[config.mk]
export PLATFORM = sky130hd
export DESIGN_NAME = fetch_stage_p
export DESIGN_NICKNAME = d
export VERILOG_FILES = /design/src/rtl/fetch_stage_p.sv
export SDC_FILE = /design/constraint.sdc
export NUM_CORES = 1
export LEC_CHECK = 0
export CELL_PAD_IN_SITES_DETAIL_PLACEMENT = 1
export CELL_PAD_IN_SITES_GLOBAL_PLACEMENT = 2
export CORE_AREA = 2 2 111 156
export DETAILED_ROUTE_END_ITERATION = 6
export DIE_AREA = 0 0 113 158
export DONT_BUFFER_PORTS = 1
export PLACE_DENSITY_LB_ADDON = 0.1
export SYNTH_ARGS = -nofsm -noshare
export SYNTH_HDL_FRONTEND = slang
export SYNTH_SLANG_ARGS = --single-unit
[constraint.sdc]
create_clock -name clk -period 6.19 [get_ports clk]
set_clock_uncertainty 0.15 [all_clocks]
set_input_delay 0.9285 -clock clk [delete_from_list [all_inputs] [get_ports clk]]
set_output_delay 0.9285 -clock clk [all_outputs]
set_load 0.02 [all_outputs]
[src/rtl/fetch_stage_p.sv]
// rtl/fetch_stage_p.sv - instruction fetch stage with IF/ID register, stall skid buffer and redirect handling
//
// Ports:
//   clk, rst            clock, asynchronous active-low reset
//   stall_d             decode cannot accept; IF/ID held
//   redirect_e          taken branch/jump from execute, target_e is its destination
//   imem_addr           combinational address to the synchronous instruction memory
//   imem_rdata          memory data for the address presented the previous cycle
//   instr_d, pc_d,      IF/ID register contents and valid flag
//   pc_plus_d, valid_d
//   fetch_cnt           saturating count of instructions delivered to decode
//   flush_cnt           saturating count of redirects taken
module fetch_stage_p #(
    parameter int              DW       = 16,
    parameter int              AW       = 16,
    parameter int              STEP     = 1,
    parameter logic [AW-1:0]   RESET_PC = '0,
    parameter int              CNT_W    = 16
) (
    input  logic             clk,
    input  logic             rst,
    input  logic             stall_d,
    input  logic             redirect_e,
    input  logic [AW-1:0]    target_e,
    output logic [AW-1:0]    imem_addr,
    input  logic [DW-1:0]    imem_rdata,
    output logic [DW-1:0]    instr_d,
    output logic [AW-1:0]    pc_d,
    output logic [AW-1:0]    pc_plus_d,
    output logic             valid_d,
    output logic [CNT_W-1:0] fetch_cnt,
    output logic [CNT_W-1:0] flush_cnt
);

    typedef enum logic [1:0] {S_BOOT, S_RUN, S_STALL} state_t;

    localparam logic [AW-1:0] W_STEP = AW'(STEP);

    state_t           r_state;
    state_t           w_state_next;

    logic [AW-1:0]    r_pc_f;
    logic [AW-1:0]    r_pc_req;
    logic             r_req_valid;
    logic [DW-1:0]    r_skid_instr;
    logic [AW-1:0]    r_skid_pc;
    logic             r_skid_valid;
    logic [DW-1:0]    r_instr_d;
    logic [AW-1:0]    r_pc_d;
    logic [AW-1:0]    r_pc_plus_d;
    logic             r_valid_d;
    logic [CNT_W-1:0] r_fetch_cnt;
    logic [CNT_W-1:0] r_flush_cnt;

    logic             w_fetch_inc;

    // A redirect must reach memory in the same cycle to keep the penalty at one bubble.
    assign imem_addr = redirect_e ? target_e : r_pc_f;

    always_comb begin
        w_state_next = r_state;
        w_fetch_inc  = 1'b0;
        if (redirect_e) begin
            w_state_next = S_RUN;
        end else begin
            case (r_state)
                S_BOOT:  w_state_next = S_RUN;
                S_RUN: begin
                    w_state_next = stall_d ? S_STALL : S_RUN;
                    w_fetch_inc  = !stall_d && r_req_valid;
                end
                S_STALL: begin
                    w_state_next = stall_d ? S_STALL : S_RUN;
                    w_fetch_inc  = !stall_d && r_skid_valid;
                end
                default: w_state_next = S_BOOT;
            endcase
        end
    end

    always_ff @(posedge clk or negedge rst) begin
        if (!rst) begin
            r_state <= S_BOOT;
        end else begin
            r_state <= w_state_next;
        end
    end

    always_ff @(posedge clk or negedge rst) begin
        if (!rst) begin
            r_pc_f       <= RESET_PC;
            r_pc_req     <= '0;
            r_req_valid  <= 1'b0;
            r_skid_instr <= '0;
            r_skid_pc    <= '0;
            r_skid_valid <= 1'b0;
            r_instr_d    <= '0;
            r_pc_d       <= '0;
            r_pc_plus_d  <= '0;
            r_valid_d    <= 1'b0;
            r_fetch_cnt  <= '0;
            r_flush_cnt  <= '0;
        end else begin
            if (redirect_e) begin
                // Whatever the memory returns this cycle belongs to the wrong path.
                r_valid_d    <= 1'b0;
                r_skid_valid <= 1'b0;
                r_pc_req     <= target_e;
                r_req_valid  <= 1'b1;
                r_pc_f       <= target_e + W_STEP;
                if (r_flush_cnt != {CNT_W{1'b1}}) begin
                    r_flush_cnt <= r_flush_cnt + CNT_W'(1);
                end
            end else begin
                case (r_state)
                    S_BOOT: begin
                        r_pc_req    <= r_pc_f;
                        r_req_valid <= 1'b1;
                        r_pc_f      <= r_pc_f + W_STEP;
                    end
                    S_RUN: begin
                        if (!stall_d) begin
                            r_instr_d   <= imem_rdata;
                            r_pc_d      <= r_pc_req;
                            r_pc_plus_d <= r_pc_req + W_STEP;
                            r_valid_d   <= r_req_valid;
                            r_pc_req    <= r_pc_f;
                            r_req_valid <= 1'b1;
                            r_pc_f      <= r_pc_f + W_STEP;
                        end else begin
                            // Memory data only lives one cycle; park it so the stall loses nothing.
                            r_skid_instr <= imem_rdata;
                            r_skid_pc    <= r_pc_req;
                            r_skid_valid <= r_req_valid;
                            r_req_valid  <= 1'b0;
                        end
                    end
                    S_STALL: begin
                        if (!stall_d) begin
                            r_instr_d    <= r_skid_instr;
                            r_pc_d       <= r_skid_pc;
                            r_pc_plus_d  <= r_skid_pc + W_STEP;
                            r_valid_d    <= r_skid_valid;
                            r_skid_valid <= 1'b0;
                            r_pc_req     <= r_pc_f;
                            r_req_valid  <= 1'b1;
                            r_pc_f       <= r_pc_f + W_STEP;
                        end
                    end
                    default: ;
                endcase
                if (w_fetch_inc && (r_fetch_cnt != {CNT_W{1'b1}})) begin
                    r_fetch_cnt <= r_fetch_cnt + CNT_W'(1);
                end
            end
        end
    end

    assign instr_d   = r_instr_d;
    assign pc_d      = r_pc_d;
    assign pc_plus_d = r_pc_plus_d;
    assign valid_d   = r_valid_d;
    assign fetch_cnt = r_fetch_cnt;
    assign flush_cnt = r_flush_cnt;

endmodule

After elaboration in Yosys (flattened, before gate mapping) --
Cells that the tools add are included.
Storage, ports and cells: bits in registers 149, latch bits 0, RAM bits 0, memory bits (read-only) 0, input bits 36, output and inout bits 97, logic and storage cells 81, memories kept 0
Operators by class: $add $sub $neg 6, $mul 0, div/mod/pow operators 0, order comparisons 0, equality and inequality tests 10, shift-type cells 0, mux-type cells 33, bitwise gates (word level) 1, reduce and logical (&&, ||, !) cells 18
Operators by type and width (count):
- 16-bit 2-to-1 mux | 11
- 16-bit case mux with 2 select lines | 5
- 16-bit by 1-bit adder with 16-bit output, second input constant | 6
- 16-bit inequality test, second input constant | 2
- 1-bit 2-to-1 mux | 10
- 3-bit inequality test, second input constant | 3
- 3-bit AND reduction | 3
- 2-bit AND reduction | 4
- 1-bit case mux with 2 select lines | 3
- 3-bit nonzero test | 2
- 2-bit 2-to-1 mux | 2
- 2-bit inequality test, second input constant | 2
- 2-bit case mux with 2 select lines | 1
- 4-bit AND reduction | 1
- 4-bit nonzero test | 1
- 1-bit logical AND | 3
- 3-bit by 2-bit inequality test with 1-bit output, second input constant | 1
- 1-bit case mux with 3 select lines | 1
- 2-bit by 1-bit == test with 1-bit output, second input constant | 1
- 2-bit == test, second input constant | 1
- 2-bit zero test | 1
- 2-bit nonzero test | 1
- 2-bit OR reduction | 1
- 1-bit zero test | 1
- 1-bit inverter | 1

Depth between registers and ports, before layout --
word-level depth 6, gate-level depth with buffers 12

Worst setup path before layout --
No wires, ideal clock.
path kind in2reg, start input port redirect_e, end register r_pc_f[10], library setup time 0.080 ns, data arrival time 2.734 ns, slack 3.226 ns, stages on the path 9, buffers on the path 3, cell sequence buf_4 buf_4 buf_2 mux2_2 ha_1 a21boi_1 nand2_1 nor4_1 xnor2_1
On the way: word-level cells in the longest chain between the ends 2
Ends and longest elaborated chain:
- start, declared | RTL line 23 | input logic redirect_e,
- 3-bit by 2-bit inequality test with 1-bit output (no source line) / 3-bit nonzero test (equally long branches)
- 2-bit AND reduction (no source line)
- end signal, assigned | RTL line 110 | r_pc_f <= target_e + W_STEP;
- end signal, assigned | RTL line 119 | r_pc_f <= r_pc_f + W_STEP;
- end signal, assigned | RTL line 129 | r_pc_f <= r_pc_f + W_STEP;
- end, declared | RTL line 42 | logic [AW-1:0] r_pc_f;
Parallel ways exist; a longest one is shown, timed or not. A chain may end at the register's enable or synchronous reset.

Worst setup path in the final report --
start register r_state[0], end register r_fetch_cnt[1], in the netlist fetch_cnt[1]
On the way: word-level cells in the longest chain between the ends 5
Ends and longest elaborated chain:
- start, declared | RTL line 39 | state_t r_state;
- start signal, assigned | RTL line 85 | r_state <= w_state_next;
- 2-bit == test / 2-bit by 1-bit == test with 1-bit output (equally long branches) | RTL line 66 | case (r_state)
- 1-bit case mux with 2 select lines * | RTL line 66
- 1-bit 2-to-1 mux * | RTL line 63 | if (redirect_e) begin
- 1-bit logical AND * | RTL line 152 | if (w_fetch_inc && (r_fetch_cnt != {CNT_W{1'b1}})) begin
- 2-bit AND reduction (no source line) *
- end signal, assigned | RTL line 153 | r_fetch_cnt <= r_fetch_cnt + CNT_W'(1);
- end, declared | RTL line 52 | logic [CNT_W-1:0] r_fetch_cnt;
Every way passes the cells marked *; elsewhere a longest branch is shown, timed or not.

==> metrics.md <==
| Metric | Value |
|---|---|
| Count leader, synth | `dfrtp_1` |
| Fin. Hold Viols | `0` |
| CP endpoint kind | `flop` |
| Post-Synthesis Cells | `667` |
| # setup viols final | `0` |
| Tot GR Track Use | `between 10% and 20%` |
| Drt pass-1 iters | `6` |
| Top cell type's share of synthesized area | `52.7%` |
| Clk buf depth | `2` |
| Fin. max-slew vios | `0` |
| Cts-stage hold buffer count | `0` |
| Placed cells | `844` |
| Post-DP HPWL | `11,400 microns` |
| # IOs | `133` |
| Failing checks | `design-rule violations` |
| Worst Path Max Fanout | `42` |
| Peak supply drop | `0.000242 V` |
| Worst reg2reg startpoint | `r_state[0]$_DFF_PN0_` |
| Ratio of final minimum period to clock period | `50.2%` |
| Yosys top cell by area | `dfrtp_1` |
| Seq/Total Area, Yosys | `~53%` |
| Die height | `158 microns` |
| RSZ-0062 raised after global routing | `false` |
| Area growth syn-to-layout | `10.8%` |
| Dpl ws | `approximately 3.0 ns` |
| Syn Area/Cell | `10.6 sq um` |
| WP data arrival | `3.26 ns` |
| Antenna diodes | `0` |
| Critical Path RT | `6.34 ns` |
| Drt wl/cell | `around 18 microns` |
| Synth area leaders | `dfrtp_1 (53%), mux2_2 (7.8%), mux2i_1 (5.4%)` |
| Vias in the first global route | `5,263` |
| Max_cap viols | `0` |
| Top_reg_cell synth | `dfrtp_1` |
| Vias per inst | `5.49` |
| CTS buffer count | `17` |
| Num Clock Sinks | `~150` |
| Synth unique cells | `47` |
| Core area | `about 17,000 sq um` |
| Die Area | `between 15,000 and 20,000 sq um` |
| Setup CP Type | `flop to flop` |
| Finished Layout Cells | `a little under 900` |
| Syn nets | `711` |
| Setup ws final | `just over 3 ns` |
| Power per cell area | `approximately 430 nW/um^2` |
| Row Count | `56` |
| Initial cell density of the core | `42.8%` |
| CTS Root Cell | `clkbuf_16` |
| PostCTS Resize Cnt | `0` |
| Mapped Area | `between 7000 and 8000 sq um` |
| Min-Delay Path Class | `input pin to asynchronous set/reset pin` |
| PortBufs | `0` |
| FF-to-FF setup slack | `roughly 3.1 ns` |
| RePlAce Congestion | `0.794` |
| Fin Setup TNS | `0 ns` |
| Setup bufs post-CTS | `0` |
| Total wire length | `16,100 microns` |
| Post-layout minimum cycle time | `approximately 3.1 ns` |
| Asr flop ratio synth | `100%` |
| Max-slew headroom | `41.0%` |
| Final antenna-violating net count | `0` |
| Worst-margin pin slew | `0.863 ns` |
| Largest net degree at the start of global routing | `150` |
| Lkg Pwr | `between 3 and 4 nW` |
| Status | `finished, violations left` |
| Fmax | `between 0.3 and 0.4 GHz` |
| CTS tree | `built` |
| Clock-pin slew on the worst setup and hold paths | `0.06 ns` |
| Clk Latency, worst-skew pair | `0.41 ns` |
| EDFF count, synth | `0` |
| Startpoint types | `flop` |
| Final nets | `704` |
| Initial antenna violation count | `0` |
| Share of cells above drive strength 1 | `13.7%` |
| Total gr overflow | `0` |
| Post-synth top cells | `dfrtp_1 (149), nand2_1 (85), o21ai_0 (52), mux2_2 (49), nor2_1 (49)` |
| Syn. warnings | `0` |
| Critical path startpoint | `r_state[0]$_DFF_PN0_` |
| # DRC | `14` |
| First-pass GRT wire length | `between 20,000 and 30,000 microns` |
| Die Wd | `113 microns` |
| Via count | `4,789` |
| # H-tree levels | `4` |
| Iteration-0 DRC Markers | `197` |
| FF+latch count, synth | `149` |
[cells by family (layout without fill, tap and decap cells)]
family,after synthesis,in the layout,synth area share [%]
compound gates,98,98,7.97
xor+xnor,55,55,6.80
fa+ha+maj,8,8,1.41
buf+inv,47,50,2.79
flops,149,149,52.7
mux,87,87,13.2
simple gates,223,223,15.2
[stage by stage]
step | hold WS [ns] | area, sq um | power, mW | utilization [%]
after detailed placement | 0.345 | 7250 | 2.36 | 43.8
final | 0.0549 | 7850 | 3.37 | 47.4
after global placement | 0.317 | 7250 | 2.30 | 43.8
after floorplan | 0.296 | 7080 | 2.15 | -
after global routing | 0.0281 | 7850 | 3.58 | 47.4
after CTS | 0.0369 | 7850 | 3.42 | 47.4
[report_power, final]
part	total (mW)	switching (mW)	internal (mW)
sequential	1.72	0.449	1.27
combinational	0.609	0.331	0.278
clock	1.04	0.385	0.659
total	3.37	1.17	2.20
[worst max-delay path, stage by stage (launching register included)]
cell and delay (ns):
dfrtp_1 0.40, inv_1 0.10, ha_2 0.37, buf_4 0.59, mux2i_1 0.19, or2_2 0.35
a31oi_2 0.44, mux2_2 0.39
[final cells by class]
class / instances / area, sq um
multi-input cells: 471 / 3170
inverters: 16 / 60.1
well taps: 203 / 254
clock buffers: 21 / 470
fillers: 1793 / 8690
clock inverters: 8 / 126
flip-flops and latches: 149 / 3730
repair buffers: 5 / 37.5
[worst paths after layout]
check | endpoint | cells past startpoint
setup / recovery | fetch_cnt[1]$_DFFE_PN0P_ | 7
hold / removal | instr_d[9]$_DFFE_PN0P_ | 0
setup reg to reg | fetch_cnt[1]$_DFFE_PN0P_ | 7
hold reg to reg | r_pc_f[15]$_DFFE_PN0P_ | 2
max in group asynchronous | r_skid_pc[6]$_DFFE_PN0P_ | 0
min in group clk | r_pc_f[15]$_DFFE_PN0P_ | 2
[cell usage in the layout (no fill, tap or decap), types with 2 or more instances in the layout]
cell type	count
dfrtp_1	149
nand2_1	85
o21ai_0	52
mux2_2	49
nor2_1	49
mux2i_1	38
xnor2_1	35
nand3_1	27
a21oi_1	23
xor2_1	20
nand4_1	17
clkbuf_16	17
inv_1	16
nand3b_1	11
ha_1	7
nor3_1	6
and3_1	5
o21a_1	5
buf_4	5
a22oi_1	4
nand4b_1	3
nand2b_1	3
nor3_2	3
bufinv_16	3
clkinvlp_4	3
clkbuf_8	3
a2111oi_0	2
or3_1	2
or2_2	2
a31oi_1	2
nor4_1	2
[routing by layer]
metal	vias up	global-route usage (%)	wire length, microns
met1	2378	22.6	6690
li1	2295	-	-
met2	99	32.5	8180
met5	-	0	0
met3	17	6.36	1040
met4	0	5.81	222
[registers in the layout (all words and copies together), names as in the netlist]
| signal | flops |
|---|---|
| r_state | 2 |
| r_skid_valid | 1 |
| r_skid_pc | 16 |
| r_req_valid | 1 |
| r_pc_req | 16 |
| r_skid_instr | 16 |
| r_pc_f | 16 |
| pc_d | 16 |
| flush_cnt | 16 |
| pc_plus_d | 16 |
| instr_d | 16 |
| fetch_cnt | 16 |
| valid_d | 1 |
(Power assumes the default switching activity.)
